`src/rtl/cmp_threshold_monitor.sv`:
```
// Registered threshold comparator (subtract-and-carry) with a debounced FLAG and RISE pulse.
// Latency: HIT 1 cycle after sample, FLAG/RISE 2 cycles; CMP_HYST_EN selects hysteresis clearing.
module cmp_threshold_monitor #(
    parameter int WIDTH = 8,
    parameter int HOLD  = 4
) (
    input  logic             i_clk,
    input  logic             i_reset,
    input  logic             i_thr_we,
    input  logic [WIDTH-1:0] i_thr_in,
    input  logic [2:0]       i_mode,
    input  logic             i_a_valid,
    input  logic [WIDTH-1:0] i_a,
    output logic             o_hit_valid,
    output logic             o_hit,
    output logic             o_flag,
    output logic             o_rise
);
    localparam int CW = $clog2(HOLD + 1);
    localparam logic [CW-1:0] HOLD_C = CW'(HOLD);

    logic [WIDTH-1:0] r_thr;
    logic             r_hit_valid;
    logic             r_hit;
    logic             r_flag;
    logic             r_rise;
    logic [CW-1:0]    r_cnt;

    logic             w_signed;
    logic [WIDTH-1:0] w_a_x;
    logic [WIDTH-1:0] w_thr_x;
    logic [WIDTH-1:0] w_diff;
    logic             w_c;
    logic             w_z;
    logic             w_res;
    logic [CW-1:0]    w_cnt_inc;
    logic [CW-1:0]    w_cnt_hit;

    // Signed modes flip both MSBs so the unsigned carry chain orders two's-complement values.
    assign w_signed = (i_mode == 3'd6) || (i_mode == 3'd7);
    assign w_a_x    = {i_a[WIDTH-1] ^ w_signed, i_a[WIDTH-2:0]};
    assign w_thr_x  = {r_thr[WIDTH-1] ^ w_signed, r_thr[WIDTH-2:0]};
    assign {w_c, w_diff} = {1'b0, w_a_x} + {1'b0, ~w_thr_x} + {{WIDTH{1'b0}}, 1'b1};
    assign w_z = (w_diff == '0);

    always_comb begin
        w_res = 1'b0;
        case (i_mode)
            3'd0:    w_res = w_c & ~w_z;
            3'd1:    w_res = w_c;
            3'd2:    w_res = ~w_c;
            3'd3:    w_res = ~w_c | w_z;
            3'd4:    w_res = w_z;
            3'd5:    w_res = ~w_z;
            3'd6:    w_res = w_c & ~w_z;
            default: w_res = ~w_c;
        endcase
    end

    assign w_cnt_inc = (r_cnt == HOLD_C) ? HOLD_C : r_cnt + CW'(1);
`ifdef CMP_HYST_EN
    assign w_cnt_hit = r_flag ? HOLD_C : w_cnt_inc;
`else
    assign w_cnt_hit = w_cnt_inc;
`endif

    always_ff @(posedge i_clk) begin
        if (i_reset) begin
            r_thr       <= '0;
            r_hit_valid <= 1'b0;
            r_hit       <= 1'b0;
            r_flag      <= 1'b0;
            r_rise      <= 1'b0;
            r_cnt       <= '0;
        end else begin
            if (i_thr_we)
                r_thr <= i_thr_in;
            r_hit_valid <= i_a_valid;
            if (i_a_valid)
                r_hit <= w_res;
            r_rise <= 1'b0;
            if (r_hit_valid) begin
                if (r_hit) begin
                    r_cnt <= w_cnt_hit;
                    if (w_cnt_hit == HOLD_C) begin
                        r_flag <= 1'b1;
                        r_rise <= ~r_flag;
                    end
                end else begin
`ifdef CMP_HYST_EN
                    // While alarmed, each miss drains one step; the last step clears FLAG.
                    if (r_flag && (r_cnt > CW'(1))) begin
                        r_cnt <= r_cnt - CW'(1);
                    end else begin
                        r_cnt  <= '0;
                        r_flag <= 1'b0;
                    end
`else
                    r_cnt  <= '0;
                    r_flag <= 1'b0;
`endif
                end
            end
        end
    end

    assign o_hit_valid = r_hit_valid;
    assign o_hit       = r_hit;
    assign o_flag      = r_flag;
    assign o_rise      = r_rise;
endmodule

```
`config.mk`:
```
export PLATFORM = sky130hd
export DESIGN_NAME = cmp_threshold_monitor
export DESIGN_NICKNAME = d
export VERILOG_FILES = /design/src/rtl/cmp_threshold_monitor.sv
export SDC_FILE = /design/constraint.sdc
export NUM_CORES = 1
export LEC_CHECK = 0
export ABC_AREA = 1
export BUFFER_PORTS_ARGS = -buffer_cell sky130_fd_sc_hd__buf_4
export CAP_MARGIN = 20
export CORE_AREA = 5 5 62 47
export DETAILED_ROUTE_END_ITERATION = 16
export DIE_AREA = 0 0 67 52
export GPL_TIMING_DRIVEN = 0
export HOLD_SLACK_MARGIN = 0.03
export PLACE_DENSITY_LB_ADDON = 0.08
export SLEW_MARGIN = 20
export SYNTH_ARGS = -nofsm -noshare
export SYNTH_HDL_FRONTEND = slang
export SYNTH_SLANG_ARGS = --single-unit
```
`constraint.sdc`:
```
create_clock -name i_clk -period 2.1 [get_ports i_clk]
set_clock_uncertainty 0.1 [all_clocks]
set_input_delay 0.315 -clock i_clk [delete_from_list [all_inputs] [get_ports i_clk]]
set_output_delay 0.315 -clock i_clk [all_outputs]
set_load 0.01 [all_outputs]
```
==> results.cfg <==
[floorplanning]
die-width_um = 67
floorplan.initialDensity = 0.486
rows = 15
ios = 27
core_mm2 = 0.00231
die-area_mm2 = 0.00348
chipHeight_um = 52

[worst_hold_path]
min_delay_worst_endpoint = o_rise$_SDFF_PP0_
hold_path.class = in -> reg
hold_start = i_reset
timing.hold.worst_path_depth = 2

[grt]
grt_first_pass_wirelength_mm = 4.12
grt-busiest-layer = met2
antenna_violations_before_repair = 0
gr-usage-met3 = 0.0130
groute.layer.met1.usage = 0.206
first_global_vias = 999
global_route.usage.met2 = 0.254
grt-ovfl-total = 0
globalRouteTotalUtil = 0.154
grt_start_max_net_pins = 11

[drt]
drc = 0
route.antenna.remaining_nets = 0
detail_route.vias_per_cell = 4.69
drt_iter0_markers = 46
route.vias.total = 1107
finalWirelength_mm = 2.43
routedWlPerCell_um = 10.3
detail_route.first_pass.iterations = 4

[critical_path]
timing.critical_path.to_type = register
path_max_fanout = 2
critPathMostFrequentCell = sky130_fd_sc_hd__nand2_1
r2r_setup_slack_ns = 0.16
worstSetupPathType = reg -> reg
reg2regPathDepth = 14
reg2reg_from = r_thr[0]$_SDFFE_PP0P_
critical_path_required_ns = 2.20
worstPathCellList = ha_1, fa_1, inv_2, nand2_2, nand2_1, nand2_1, nand2_1, nand2_1, nor2_2, nand3_1, nand2_1, nand3_2, nand2_1, inv_1
rr_endpoint = o_hit$_SDFFE_PP0P_
critPathSlowestCell = sky130_fd_sc_hd__fa_1
critical_path_source_type = register
crit_path_max_incr_delay_ns = 0.41
critical_path_arrival_ns = 2.04

[synthesis]
post_synth_num_cell_types = 24
seq_area_frac_synth = 0.268
synth_nets = 205
yosys_register_bits = 15
synthesis.area_per_instance_um2 = 6.52
yosysTopAreaCell = sky130_fd_sc_hd__dfxtp_1
synth_edf_count = 0
dominantRegCellSynth = sky130_fd_sc_hd__dfxtp_1
synth.top_cells.by_area = sky130_fd_sc_hd__dfxtp_1 27%, sky130_fd_sc_hd__nand2_1 13%, sky130_fd_sc_hd__inv_1 11%
ys_top_cells_by_count = 39 x sky130_fd_sc_hd__nand2_1, 34 x sky130_fd_sc_hd__inv_1, 16 x sky130_fd_sc_hd__nor2_1
yosysMostFrequentCell = sky130_fd_sc_hd__nand2_1
ys_async_sr_fraction = 0
postSynthCellCount = 172
yosys_warnings = 0
netlist_area_mm2 = 0.00112
post_synth_top_area_share = 0.268

[sta]
final.period_utilization = 0.924
fmaxAchievable_mhz = 515
worst_slew_pin_slew_ns = 0.428
finalSetupViolCount = 0
layout_min_cycle_time_ns = 1.94
relSlewSlack = 0.714
timing_max_transition_violations_final = 0
finalWorstSetupSlack_ns = 0.159
rsz0062_at_grt = no
finalHoldViolations = 0

[layout]
num-nets-final = 236
n_fill_cell = 240
flow.area_growth_from_synthesis_pct = 23.7
design_area_mm2 = 0.00139
post_route_cells_drive_above_1_share = 0.228
n_antenna_cell = 0
post_route_insts_no_fill = 236

[clock_tree]
clock_tree.htree_level_count = 1
clockRootBuffer = sky130_fd_sc_hd__clkbuf_4
buffer_levels_on_the_longest_clock_path = 2
cts.sink_count = 15
insertion_delay_of_the_later_clocked_pin_in_the_worst_skew_pair_ns = 0.29
cts_buffers = 3
cts_tree = built
clk_transition_reported_paths_ns = 0.10

[pwr]
power.share.combinational = 0.340
p_sw_frac = 0.338
internal_power_mw = 0.472
cellLeakagePower_nw = 0.722
pwr-share-clk = 0.232
worst_ir_drop_vdd_mv = 0.195
total_power_mw = 0.713
power_frac_seq = 0.428
total_power_per_unit_cell_area_mw_per_mm2 = 515
p_switching_mw = 0.241

[placement]
placed_cells_incl_taps = 232
port_buffers = 26
placed_area_mm2 = 0.00136
dpl_worst_slack_ns = -0.00151
detailed_place_hpwl_mm = 2.02
globalplace.congestion = 0.856

[flow_run]
number_of_maximum_capacitance_violations = 0

[status]
status = finished clean
[cell usage in the layout (no fill, tap or decap)]
cell type and n:
sky130_fd_sc_hd__clkbuf_4 3, sky130_fd_sc_hd__xnor2_1 2, sky130_fd_sc_hd__a221oi_1 1, sky130_fd_sc_hd__dfxtp_1 15, sky130_fd_sc_hd__inv_2 4, sky130_fd_sc_hd__a21oi_2 2
sky130_fd_sc_hd__a211oi_1 7, sky130_fd_sc_hd__nand3b_1 1, sky130_fd_sc_hd__buf_4 26, sky130_fd_sc_hd__buf_1 1, sky130_fd_sc_hd__nand3_1 13, sky130_fd_sc_hd__a21oi_1 10
sky130_fd_sc_hd__nand2_2 5, sky130_fd_sc_hd__fa_1 1, sky130_fd_sc_hd__nor4_1 1, sky130_fd_sc_hd__clkbuf_1 1, sky130_fd_sc_hd__nand3_2 3, sky130_fd_sc_hd__nor2_2 1
sky130_fd_sc_hd__clkinv_2 1, sky130_fd_sc_hd__nor2_1 16, sky130_fd_sc_hd__inv_1 33, sky130_fd_sc_hd__nand2_1 39, sky130_fd_sc_hd__ha_1 9, sky130_fd_sc_hd__o21ai_0 3
sky130_fd_sc_hd__nor3_1 2, sky130_fd_sc_hd__nand4_1 1, sky130_fd_sc_hd__nor2_4 1
[area by class of cell]
cell class,count,area (um^2),area share
inverters,37,139,0.100
plain buffers,2,7.51,0.00542
multi-input cells,118,674,0.486
clock inverters,1,5.00,0.00361
clock buffers,3,22.5,0.0162
flip-flops and latches,15,300,0.217
repair buffers,26,195,0.141
well taps,34,42.5,0.0307
[kinds of logic (layout without fill, tap and decap cells)]
logic type	count (synthesis)	in the layout	share of synthesized area
and+or+nand+nor	83	83	0.339
buffers and inverters	39	69	0.131
AOI/OAI and AO/OA	23	23	0.128
DFF	15	15	0.268
adders and majority gates	10	10	0.118
xor gates and xnor gates	2	2	0.0156
[critical path: cells and delay by family, from the launching register on]
kind | cells | cell delay (ns)
flops | 1 | 0.32
buf+inv | 2 | 0.13
simple gates | 10 | 0.69
fa+ha+maj | 2 | 0.61
[registers in the layout, summed over array words and instances, names as in the netlist]
name         flops
o_hit            1
o_rise           1
o_flag           1
r_cnt            3
r_thr            8
o_hit_valid      1
[power groups by stage]
stage          registers (mW)  clock network, mW  logic, mW
2_1_floorplan           0.312                  0      0.168
3_3_place_gp            0.312                  0      0.235
3_5_place_dp            0.312                  0      0.241
4_1_cts                 0.306              0.175      0.242
5_1_grt                 0.308              0.184      0.274
6_report                0.305              0.166      0.242
[worst max path at each step]
stage,end,start,cells after the start
finish,o_hit$_SDFFE_PP0P_,r_thr[0]$_SDFFE_PP0P_,14
CTS,o_hit$_SDFFE_PP0P_,r_thr[0]$_SDFFE_PP0P_,14
global placement,o_hit$_SDFFE_PP0P_,i_a[0],16
global route,o_hit$_SDFFE_PP0P_,r_thr[0]$_SDFFE_PP0P_,12
floorplan,o_hit$_SDFFE_PP0P_,i_a[0],13
detailed placement,o_hit$_SDFFE_PP0P_,i_a[0],16
[layer usage]
metal,part of all wire,up-vias
met2,0.45,24
met1,0.51,478
met5,0,-
met3,0.034,4
li1,-,601
met4,0.0078,0
[metrics by stage]
step | util | hold slack, ns | setup TNS [ns]
2_1_floorplan | - | 0.292 | 0
3_3_place_gp | 0.589 | 0.344 | 0
3_5_place_dp | 0.589 | 0.343 | -0.00151
4_1_cts | 0.601 | 0.125 | 0
5_1_grt | 0.601 | 0.133 | 0
6_report | 0.601 | 0.134 | 0
[timing repair]
action,CTS,global route
gates resized for setup,0,1
hold buffers,0,0
endpoints found under the setup margin,0,1
setup buffers,0,0
No activity file was read; power rests on OpenSTA's default activity.
